File: src/rtl/edge_event_arbiter_pkg.sv
// edge_event_pkg: shared event type, direction codes and output-stage states for edge_event_arbiter.
package edge_event_pkg;
  localparam int EVT_CH_W = 4;
  localparam int EVT_TS_W = 32;
  localparam logic DIR_RISE = 1'b1;
  localparam logic DIR_FALL = 1'b0;
  typedef struct packed {
    logic [EVT_CH_W-1:0] ch;
    logic                dir;
    logic [EVT_TS_W-1:0] ts;
  } evt_t;
  typedef enum logic {ST_IDLE, ST_HOLD} out_st_t;
endpackage

File: src/rtl/edge_event_arbiter_if.sv
// edge_event_arbiter_if: monitored lines, enables, event valid/ready stream and overflow flags.
interface edge_event_arbiter_if #(
  parameter int N_CH = 4,
  parameter int TS_W = 16
);
  localparam int CH_W = $clog2(N_CH);
  logic [N_CH-1:0] a;
  logic [N_CH-1:0] ch_en;
  logic            evt_valid;
  logic            evt_ready;
  logic [CH_W-1:0] evt_ch;
  logic            evt_dir;
  logic [TS_W-1:0] evt_ts;
  logic [N_CH-1:0] ovf;
  logic [N_CH-1:0] ovf_clr;
  modport master (
    output a, ch_en, evt_ready, ovf_clr,
    input  evt_valid, evt_ch, evt_dir, evt_ts, ovf
  );
  modport slave (
    input  a, ch_en, evt_ready, ovf_clr,
    output evt_valid, evt_ch, evt_dir, evt_ts, ovf
  );
endinterface

File: src/rtl/edge_event_arbiter_rr_arbiter.sv
// rr_arbiter: combinational round-robin pick among req, searching upward from ptr with wrap.
module rr_arbiter #(
  parameter  int N = 4,
  localparam int W = $clog2(N)
) (
  input  logic [N-1:0] req,
  input  logic [W-1:0] ptr,
  output logic [N-1:0] gnt_onehot,
  output logic [W-1:0] gnt_idx,
  output logic         any_req
);
  always_comb begin
    any_req = |req;
    gnt_idx = '0;
    // scan farthest offset first so the closest requester to ptr overwrites last
    for (int k = N - 1; k >= 0; k--)
      if (req[(int'(ptr) + k) % N]) gnt_idx = W'((int'(ptr) + k) % N);
    gnt_onehot = any_req ? (N'(1) << gnt_idx) : '0;
  end
endmodule

File: src/rtl/edge_event_arbiter.sv
// edge_event_arbiter: per-channel edge detect into timestamped pending slots, round-robin onto one valid/ready stream.
// Define EDGE_EVENT_ARBITER_SYNC2_EN to insert a 2-flop synchronizer on each input line.
module edge_event_arbiter
  import edge_event_pkg::*;
#(
  parameter int N_CH = 4,
  parameter int TS_W = 16
) (
  input logic clk,
  input logic rst_n,
  edge_event_arbiter_if.slave bus
);
  localparam int CH_W = $clog2(N_CH);
  logic [N_CH-1:0] w_a, w_rise, w_fall, w_edge, w_gnt_oh, w_gnt, w_ovf_set;
  logic [CH_W-1:0] w_gnt_idx;
  logic            w_any, w_load;
  logic [N_CH-1:0] r_a_dly, r_pend_v, r_pend_dir, r_ovf;
  logic [TS_W-1:0] r_ts;
  logic [TS_W-1:0] r_pend_ts [N_CH];
  logic [CH_W-1:0] r_rr_ptr, r_evt_ch;
  logic            r_evt_valid, r_evt_dir;
  logic [TS_W-1:0] r_evt_ts;
  out_st_t         r_state;
`ifdef EDGE_EVENT_ARBITER_SYNC2_EN
  logic [N_CH-1:0] r_sync1, r_sync2;
  always_ff @(posedge clk or posedge rst_n)
    if (rst_n) {r_sync2, r_sync1} <= '0;
    else {r_sync2, r_sync1} <= {r_sync1, bus.a};
  assign w_a = r_sync2;
`else
  assign w_a = bus.a;
`endif
  assign w_rise = ~r_a_dly & w_a;
  assign w_fall = r_a_dly & ~w_a;
  assign w_edge = (w_rise | w_fall) & bus.ch_en;
  rr_arbiter #(.N(N_CH)) u_rr (
    .req       (r_pend_v),
    .ptr       (r_rr_ptr),
    .gnt_onehot(w_gnt_oh),
    .gnt_idx   (w_gnt_idx),
    .any_req   (w_any)
  );
  assign w_load    = w_any & ((r_state == ST_IDLE) | bus.evt_ready);
  assign w_gnt     = w_load ? w_gnt_oh : '0;
  // a slot being granted this cycle frees up for a same-cycle edge, so that edge is not an overflow
  assign w_ovf_set = w_edge & r_pend_v & ~w_gnt;
  always_ff @(posedge clk or posedge rst_n)
    if (rst_n) begin
      r_ts       <= '0;
      r_a_dly    <= '0;
      r_pend_v   <= '0;
      r_pend_dir <= '0;
      r_ovf      <= '0;
      for (int i = 0; i < N_CH; i++) r_pend_ts[i] <= '0;
    end else begin
      r_ts    <= r_ts + TS_W'(1);
      r_a_dly <= w_a;
      r_ovf   <= (r_ovf & ~bus.ovf_clr) | w_ovf_set;
      for (int i = 0; i < N_CH; i++)
        if (w_edge[i] & ~w_ovf_set[i]) begin
          r_pend_v[i]   <= 1'b1;
          r_pend_dir[i] <= w_rise[i] ? DIR_RISE : DIR_FALL;
          r_pend_ts[i]  <= r_ts;
        end else if (w_gnt[i]) r_pend_v[i] <= 1'b0;
    end
  always_ff @(posedge clk or posedge rst_n)
    if (rst_n) begin
      r_state     <= ST_IDLE;
      r_evt_valid <= 1'b0;
      r_evt_ch    <= '0;
      r_evt_dir   <= 1'b0;
      r_evt_ts    <= '0;
      r_rr_ptr    <= '0;
    end else begin
      r_state     <= w_load ? ST_HOLD : (bus.evt_ready ? ST_IDLE : r_state);
      r_evt_valid <= w_load ? 1'b1 : (bus.evt_ready ? 1'b0 : r_evt_valid);
      if (w_load) begin
        r_evt_ch  <= w_gnt_idx;
        r_evt_dir <= r_pend_dir[w_gnt_idx];
        r_evt_ts  <= r_pend_ts[w_gnt_idx];
        r_rr_ptr  <= (w_gnt_idx == CH_W'(N_CH - 1)) ? '0 : w_gnt_idx + CH_W'(1);
      end
    end
  assign bus.evt_valid = r_evt_valid;
  assign bus.evt_ch    = r_evt_ch;
  assign bus.evt_dir   = r_evt_dir;
  assign bus.evt_ts    = r_evt_ts;
  assign bus.ovf       = r_ovf;
endmodule

File: src/flat_wrapper.sv
// flat-port wrapper written by rule: the top's interface ports become plain ports
module edge_event_arbiter_flat import edge_event_pkg::*;
#(
  parameter int N_CH = 4,
  parameter int TS_W = 16
)
  (clk, rst_n, bus_a, bus_ch_en, bus_evt_ready, bus_ovf_clr, bus_evt_valid, bus_evt_ch, bus_evt_dir, bus_evt_ts, bus_ovf);
  edge_event_arbiter_if #(.N_CH(N_CH), .TS_W(TS_W)) bus_i ();
  input logic clk;
  input logic rst_n;
  input wire logic [$bits(bus_i.a)-1:0] bus_a;
  input wire logic [$bits(bus_i.ch_en)-1:0] bus_ch_en;
  input wire logic [$bits(bus_i.evt_ready)-1:0] bus_evt_ready;
  input wire logic [$bits(bus_i.ovf_clr)-1:0] bus_ovf_clr;
  output wire logic [$bits(bus_i.evt_valid)-1:0] bus_evt_valid;
  output wire logic [$bits(bus_i.evt_ch)-1:0] bus_evt_ch;
  output wire logic [$bits(bus_i.evt_dir)-1:0] bus_evt_dir;
  output wire logic [$bits(bus_i.evt_ts)-1:0] bus_evt_ts;
  output wire logic [$bits(bus_i.ovf)-1:0] bus_ovf;
  assign bus_i.a = bus_a;
  assign bus_i.ch_en = bus_ch_en;
  assign bus_i.evt_ready = bus_evt_ready;
  assign bus_i.ovf_clr = bus_ovf_clr;
  assign bus_evt_valid = bus_i.evt_valid;
  assign bus_evt_ch = bus_i.evt_ch;
  assign bus_evt_dir = bus_i.evt_dir;
  assign bus_evt_ts = bus_i.evt_ts;
  assign bus_ovf = bus_i.ovf;
  edge_event_arbiter #(.N_CH(N_CH), .TS_W(TS_W)) u_core (.clk(clk), .rst_n(rst_n), .bus(bus_i));
endmodule
File: config.mk
export PLATFORM = sky130hd
export DESIGN_NAME = edge_event_arbiter_flat
export DESIGN_NICKNAME = d
export VERILOG_FILES = /design/src/rtl/edge_event_arbiter_pkg.sv /design/src/rtl/edge_event_arbiter_if.sv /design/src/rtl/edge_event_arbiter_rr_arbiter.sv /design/src/rtl/edge_event_arbiter.sv /design/src/flat_wrapper.sv
export SDC_FILE = /design/constraint.sdc
export NUM_CORES = 1
export LEC_CHECK = 0
export BUFFER_PORTS_ARGS = -buffer_cell sky130_fd_sc_hd__buf_2
export CELL_PAD_IN_SITES_DETAIL_PLACEMENT = 0
export CELL_PAD_IN_SITES_GLOBAL_PLACEMENT = 1
export CORE_MARGIN = 2
export CORE_UTILIZATION = 49
export CTS_BUF_LIST = sky130_fd_sc_hd__clkbuf_16
export CTS_CLUSTER_SIZE = 24
export DETAILED_ROUTE_END_ITERATION = 16
export GPL_TIMING_DRIVEN = 1
export PLACE_DENSITY_LB_ADDON = 0.1
export SLEW_MARGIN = 5
export SYNTH_ARGS = -nofsm -noshare
export SYNTH_HDL_FRONTEND = slang
export SYNTH_SLANG_ARGS = --single-unit
File: constraint.sdc
create_clock -name clk -period 4.62 [get_ports clk]
set_clock_uncertainty 0.2 [all_clocks]
set_input_delay 0.462 -clock clk [delete_from_list [all_inputs] [get_ports clk]]
set_output_delay 0.462 -clock clk [all_outputs]
set_load 0.05 [all_outputs]
## Word level (Yosys, flattened, before mapping)

Cells that the tools add are included.

- Input port bits: 15
- Memories: 0
- Memory bits (writable): 0
- Bits in latches: 0
- Output and inout bits: 24
- Flip-flop bits (word level): 118
- Logic and storage cells: 106
- ROM bits: 0

- Shift-type cells: 1
- Muxes and demuxes: 37
- Reductions and logical operators: 9
- Add/subtract/negate cells: 5
- Order comparisons: 6
- Divide/modulo/power cells: 0
- Eq/ne operators: 1
- Bitwise gates (word level): 27
- Multipliers: 0

Operators with widths:

| kind | count |
|---|---|
| 16-bit binary-select mux with 2-bit select | 1 |
| 16-bit two-way mux | 2 |
| 4-bit bitwise AND | 6 |
| 1-bit two-way mux | 22 |
| 16-bit by 1-bit adder with 16-bit output (second input constant) | 1 |
| 4-bit NOT | 4 |
| 3-bit by 4-bit < comparator with 1-bit output (second input constant) | 3 |
| 1-bit binary-select mux with 2-bit select | 5 |
| 2-bit two-way mux | 5 |
| 2-bit nonzero test | 5 |
| 4-bit two-way mux | 2 |
| 4-bit bitwise OR | 2 |
| 2-bit by 3-bit < comparator with 1-bit output (second input constant) | 2 |
| 2-bit OR reduction | 3 |
| 1-bit bitwise AND | 5 |
| 1-bit NOT | 5 |
| 2-bit by 1-bit adder with 2-bit output (second input constant) | 2 |
| 2-bit adder (second input constant) | 2 |
| 4-bit OR reduction | 1 |
| 1-bit by 2-bit left shift with 4-bit output (first input constant) | 1 |
| 1-bit bitwise AND (first input constant) | 3 |
| 3-bit greater-or-equal comparator (second input constant) | 1 |
| 2-bit NOT with 3-bit output | 1 |
| 2-bit == test (second input constant) | 1 |
| 1-bit bitwise OR | 1 |

## Logic depth before layout (Yosys ltp)

- Word-level depth: 18
- Mapped depth: 14
- Gate-level depth less buffers: 9

## Hierarchy

Synthesis repeated with hierarchy kept, for this count alone.

- Cells, all modules: 528
- Area total of the unflattened synthesis: 5,637.9 µm²

By module, submodules not included:

| module | seq. area each (µm²) | area an instance (µm²) | cells each | times used |
|---|---|---|---|---|
| edge_event_arbiter | 2,952.8 | 5,426.5 | 495 | 1 |
| rr_arbiter | 0.0 | 211.5 | 33 | 1 |

## Worst setup path before layout

No wires, ideal clock.

- Path kind: reg2reg
- From: register u_core.r_rr_ptr[1]
- To: register u_core.r_pend_dir[3]
- Stages on the path, launching flop included: 15
- Arrival time: 2,669 ps
- Clock period less this slack: 2,996 ps
- Setup time: 128 ps
- Slack: 1,624 ps
- Required time: 4,292 ps
- Cell sequence: dfrtp_1 mux2i_1 nor2_2 or3_1 buf_4 inv_2 buf_6 buf_6 ha_1 inv_1 o21ai_1 nand2b_1 buf_2 buf_2 mux2_1

- Longest elaborated chain between the ends: 15

RTL lines:

| what | RTL line | source |
|---|---|---|
| start: declaration | edge_event_arbiter.sv:20 | `logic [CH_W-1:0] r_rr_ptr, r_evt_ch;` |
| start signal: assignment | edge_event_arbiter.sv:81 | `r_rr_ptr <= (w_gnt_idx == CH_W'(N_CH - 1)) ? '0 : w_gnt_idx + CH_W'(1);` |
| 2-bit adder | edge_event_arbiter_rr_arbiter.sv:17 | `if (req[(int'(ptr) + k) % N]) gnt_idx = W'((int'(ptr) + k) % N);` |
| 1-bit binary-select mux with 2-bit select | edge_event_arbiter_rr_arbiter.sv:17 |  |
| 1-bit two-way mux (implied by the code) (2 in a row) | edge_event_arbiter_rr_arbiter.sv:17 |  |
| 2-bit two-way mux (3 in a row) | edge_event_arbiter_rr_arbiter.sv:17 |  |
| 2-bit two-way mux * | edge_event_arbiter_rr_arbiter.sv:17 |  |
| 1-bit by 2-bit left shift with 4-bit output * | edge_event_arbiter_rr_arbiter.sv:18 | `gnt_onehot = any_req ? (N'(1) << gnt_idx) : '0;` |
| 4-bit two-way mux * | edge_event_arbiter_rr_arbiter.sv:18 |  |
| 4-bit two-way mux * | edge_event_arbiter.sv:44 | `assign w_gnt = w_load ? w_gnt_oh : '0;` |
| 4-bit NOT * | edge_event_arbiter.sv:46 | `assign w_ovf_set = w_edge & r_pend_v & ~w_gnt;` |
| 4-bit bitwise AND * | edge_event_arbiter.sv:46 |  |
| 1-bit NOT * | edge_event_arbiter.sv:60 | `if (w_edge[i] & ~w_ovf_set[i]) begin` |
| 1-bit bitwise AND * | edge_event_arbiter.sv:60 |  |
| end signal: indexed assignment | edge_event_arbiter.sv:62 | `r_pend_dir[i] <= w_rise[i] ? DIR_RISE : DIR_FALL;` |
| end: declaration | edge_event_arbiter.sv:17 | `logic [N_CH-1:0] r_a_dly, r_pend_v, r_pend_dir, r_ovf;` |

Mark *: on every way between the ends. The rest lies on a longest branch, timed or not. The select of a mux whose other input is x is not followed.
A chain may end at the register's enable or synchronous reset.

## Worst setup path after layout

- From: register u_core.r_rr_ptr[1]
- To: register u_core.r_pend_ts[25] in the netlist's numbering

- Longest elaborated chain between the ends: 15

RTL lines:

| what | RTL line | source |
|---|---|---|
| 2-bit adder | edge_event_arbiter_rr_arbiter.sv:17 |  |
| 1-bit binary-select mux with 2-bit select | edge_event_arbiter_rr_arbiter.sv:17 |  |
| 1-bit two-way mux (implied by the code) (2 in a row) | edge_event_arbiter_rr_arbiter.sv:17 |  |
| 2-bit two-way mux (3 in a row) | edge_event_arbiter_rr_arbiter.sv:17 |  |
| 2-bit two-way mux * | edge_event_arbiter_rr_arbiter.sv:17 |  |
| 1-bit by 2-bit left shift with 4-bit output * | edge_event_arbiter_rr_arbiter.sv:18 |  |
| 4-bit two-way mux * | edge_event_arbiter_rr_arbiter.sv:18 |  |
| 4-bit two-way mux * | edge_event_arbiter.sv:44 |  |
| 4-bit NOT * | edge_event_arbiter.sv:46 |  |
| 4-bit bitwise AND * | edge_event_arbiter.sv:46 |  |
| 1-bit NOT * | edge_event_arbiter.sv:60 |  |
| 1-bit bitwise AND * | edge_event_arbiter.sv:60 |  |
| end signal: indexed assignment | edge_event_arbiter.sv:63 | `r_pend_ts[i] <= r_ts;` |
| end: declaration | edge_event_arbiter.sv:19 | `logic [TS_W-1:0] r_pend_ts [N_CH];` |

Marked as above.

==> results_dict.tcl <==
set metrics [dict create \
    status "completed" \
    crit_fanout 21 \
    fmax_mhz 294 \
    synth_edf_count 0 \
    gr-total-overflow 0 \
    rsz0062_at_grt "false" \
    rows 37 \
    grt.total_usage_pct 23.0 \
    p_total_uw 4320 \
    htree_num_levels 4 \
    post_cts_buffers 0 \
    setup-tns-final_ns 0 \
    fillers 846 \
    dp.cells 598 \
    clockPowerShare_pct 32.3 \
    ys_types 44 \
    fin_crit_sh_pct 73.6 \
    cts_tree "done" \
    drtIter0Drc 155 \
    p_leak_uw 0.00289 \
    power_density_mw_per_mm2 693 \
    drv_cap 0 \
    insertion_delay_ns 0.41 \
    drc 0 \
    drt_wl_total_um 12200 \
    slew_violations 0 \
    ys_ff_latch 118 \
    cp_slowest_cell "o31a_1" \
    synth_top_area_share_pct 55.8 \
    p_int_uw 2670 \
    cts_made_buffers 17 \
    synth_top_family_by_area "multiplexers" \
    end_kind "flop" \
    die_height_um 108 \
    detail-route-antenna-nets 0 \
    p_switching_uw 1640 \
    fin_util_pct 59.8 \
    worst-path-buf-inv 2 \
    finalNonFillerCells 634 \
    swShare_pct 38.1 \
    die_area_mm2 0.0116 \
    yosys.area_share.simple_pct 11.7 \
    fin_nets 506 \
    syn-cell-area_mm2 0.00529 \
    vdd_drop_max_uv 428 \
    hold_violations 0 \
    io_pins 39 \
    synth_compound_area_share_pct 9.60 \
    setup_violations 0 \
    syn_inst 447 \
    async_flop_share_pct 100 \
    critPathRequiredTime_ns 4.71 \
    ys_seq_area_share_pct 55.8 \
    relSlewSlack_pct 24.2 \
    critPathLaunchType "flop" \
    path_cells "mux2i_1 > nor2_2 > or3_1 > inv_2 > buf_4 > o31a_1 > mux2_2" \
    clockRootBuffer "clkbuf_16" \
    synth_top_cell_by_area "dfrtp_1" \
    syn_to_final_growth_pct 17.7 \
    synthMuxAreaShare_pct 14.9 \
    synth_fa_ha_area_share_pct 1.42 \
    synth_area_leaders "dfrtp_1 (56%), mux2_2 (7.9%), a211oi_1 (4.8%), nand2_1 (3.8%), mux2i_1 (3.6%)" \
    fin_area_mm2 0.00623 \
    grt_first_pass_wirelength_um 20000 \
    fin_crit_ns 3.40 \
    synth_warnings 0 \
    synthFlopType "dfrtp_1" \
    cts.sinks 118 \
    routedWlPerCell_um 19.2 \
    first_global_vias 3743 \
    dr.pass1.iters 4 \
    worstSetupPathType "flop to flop" \
    diodes 0 \
    place.gp.congestion 0.808 \
    critPathTopFamily "compound AO/OA/AOI/OAI gates" \
    hold_class "input pin to flop" \
    seqPwrFrac_pct 33.1 \
    die_x_um 108 \
    cts_max_path_buffers 2 \
    routed-via-count 3575 \
    synth_xor_area_share_pct 2.32 \
    critPathMaxStageDelay_ns 0.96 \
    grt_max_degree 78 \
    synth_commonest_cells "dfrtp_1 (118), nand2_1 (54), mux2_2 (37), a211oi_1 (34), nor2_1 (23)" \
    port-buffer-count 38 \
    crit_arrival_ns 3.49 \
    tightest_slew_ns 1.14 \
    avgSynthCellArea_um2 11.8 \
    yosys.cell_count.top_type "dfrtp_1" \
    dp_hpwl_um 7930 \
    layout-drive-gt1-share_pct 27.5 \
    dpl_cell_area_mm2 0.00556 \
    placeableCoreArea_mm2 0.0104 \
    antenna_found_initial 0 \
    combPwrFrac_pct 34.6 \
    cts.reportedPaths.clkPinSlew_ns 0.05 \
    initial_core_util_pct 50.8 \
    via_per_inst 5.64 \
    synth_fp_nets 468 \
]
placed cells by master, fill, tap and decap left out, drive strengths merged, types with 16 or more instances in the layout:
| cell | instances |
|---|---|
| nor2 | 25 |
| a211oi | 34 |
| dfrtp | 118 |
| o22ai | 20 |
| inv | 17 |
| buf | 47 |
| clkbuf | 17 |
| nor4b | 16 |
| mux2i | 19 |
| mux2 | 50 |
| nand2 | 54 |
state kept, by name (all words and copies together), names as in the netlist, 2 cells and up:
register           count
u_core.r_pend_dir      4
u_core.bus.ovf         4
u_core.r_pend_ts      64
u_core.r_a_dly         4
u_core.r_rr_ptr        2
u_core.r_ts           16
u_core.bus.evt_ch      2
u_core.r_pend_v        4
u_core.bus.evt_ts     16
cell families (layout without fill, tap and decap cells):
group	after synthesis	count (layout)
AND/OR/NAND/NOR	124	124
flip-flops	118	118
AO/OA/AOI/OAI	69	69
multiplexers	69	69
buffers and inverters	47	98
XOR/XNOR	14	14
adder cells (fa/ha/maj)	6	6
power groups by stage:
stage	clock network, µW	logic (µW)	registers, µW
after floorplan	0	859	1730
after global placement	0	1490	1430
after detailed placement	0	1500	1440
after CTS	1410	1510	1430
after global routing	1460	1610	1460
final	1390	1500	1430
cell type report:
cell class              instances  area, µm²  area share (%)
clock buffers                  17        425            6.83
repair buffers                 51        298            4.78
multi-input cells             282       2120            34.0
clock inverters                15        203            3.25
well taps                     136        170            2.73
flip-flops and latches        118       2950            47.4
inverters                      15       58.8           0.944
metrics by stage:
step / hold slack [ns] / setup WS [ns]
2_1_floorplan: 0.256 / 0.829
3_3_place_gp: 0.259 / 1.33
3_5_place_dp: 0.271 / 1.23
4_1_cts: 0.0213 / 1.22
5_1_grt: 0.0310 / 1.04
6_report: 0.0311 / 1.22
timing repair:
item,4_1_cts,5_1_grt
hold buffers,4,0
hold endpoints to repair,4,0
setup endpoints to repair,0,0
gates resized for setup,0,0
final timing paths:
| path | startpoint | end | slack [ns] | depth (start not counted) |
|---|---|---|---|---|
| hold / removal | bus_ovf_clr[0] | u_core.bus.ovf[0]$_DFF_PP0_ | 0.03 | 2 |
| max in group asynchronous | rst_n | u_core.r_pend_v[3]$_DFFE_PP0P_ | 3.26 | 3 |
| setup / recovery | u_core.r_rr_ptr[1]$_DFFE_PP0P_ | u_core.r_pend_ts[25]$_DFFE_PP0P_ | 1.22 | 7 |
| setup reg to reg | u_core.r_rr_ptr[1]$_DFFE_PP0P_ | u_core.r_pend_ts[25]$_DFFE_PP0P_ | 1.22 | 7 |
| hold reg to reg | u_core.bus.evt_ch[0]$_DFFE_PP0P_ | u_core.bus.evt_ch[0]$_DFFE_PP0P_ | 0.28 | 2 |
| min in group asynchronous | rst_n | u_core.r_ts[15]$_DFF_PP0_ | 0.04 | 2 |
metal layers:
metal / GRT usage (%) / share of wire, %
met1: 33.2 / 49
met2: 34.1 / 46
met3: 5.79 / 4.0
met4: 7.51 / 1.0
met5: 0 / 0
No activity file was read; power rests on OpenSTA's default activity.
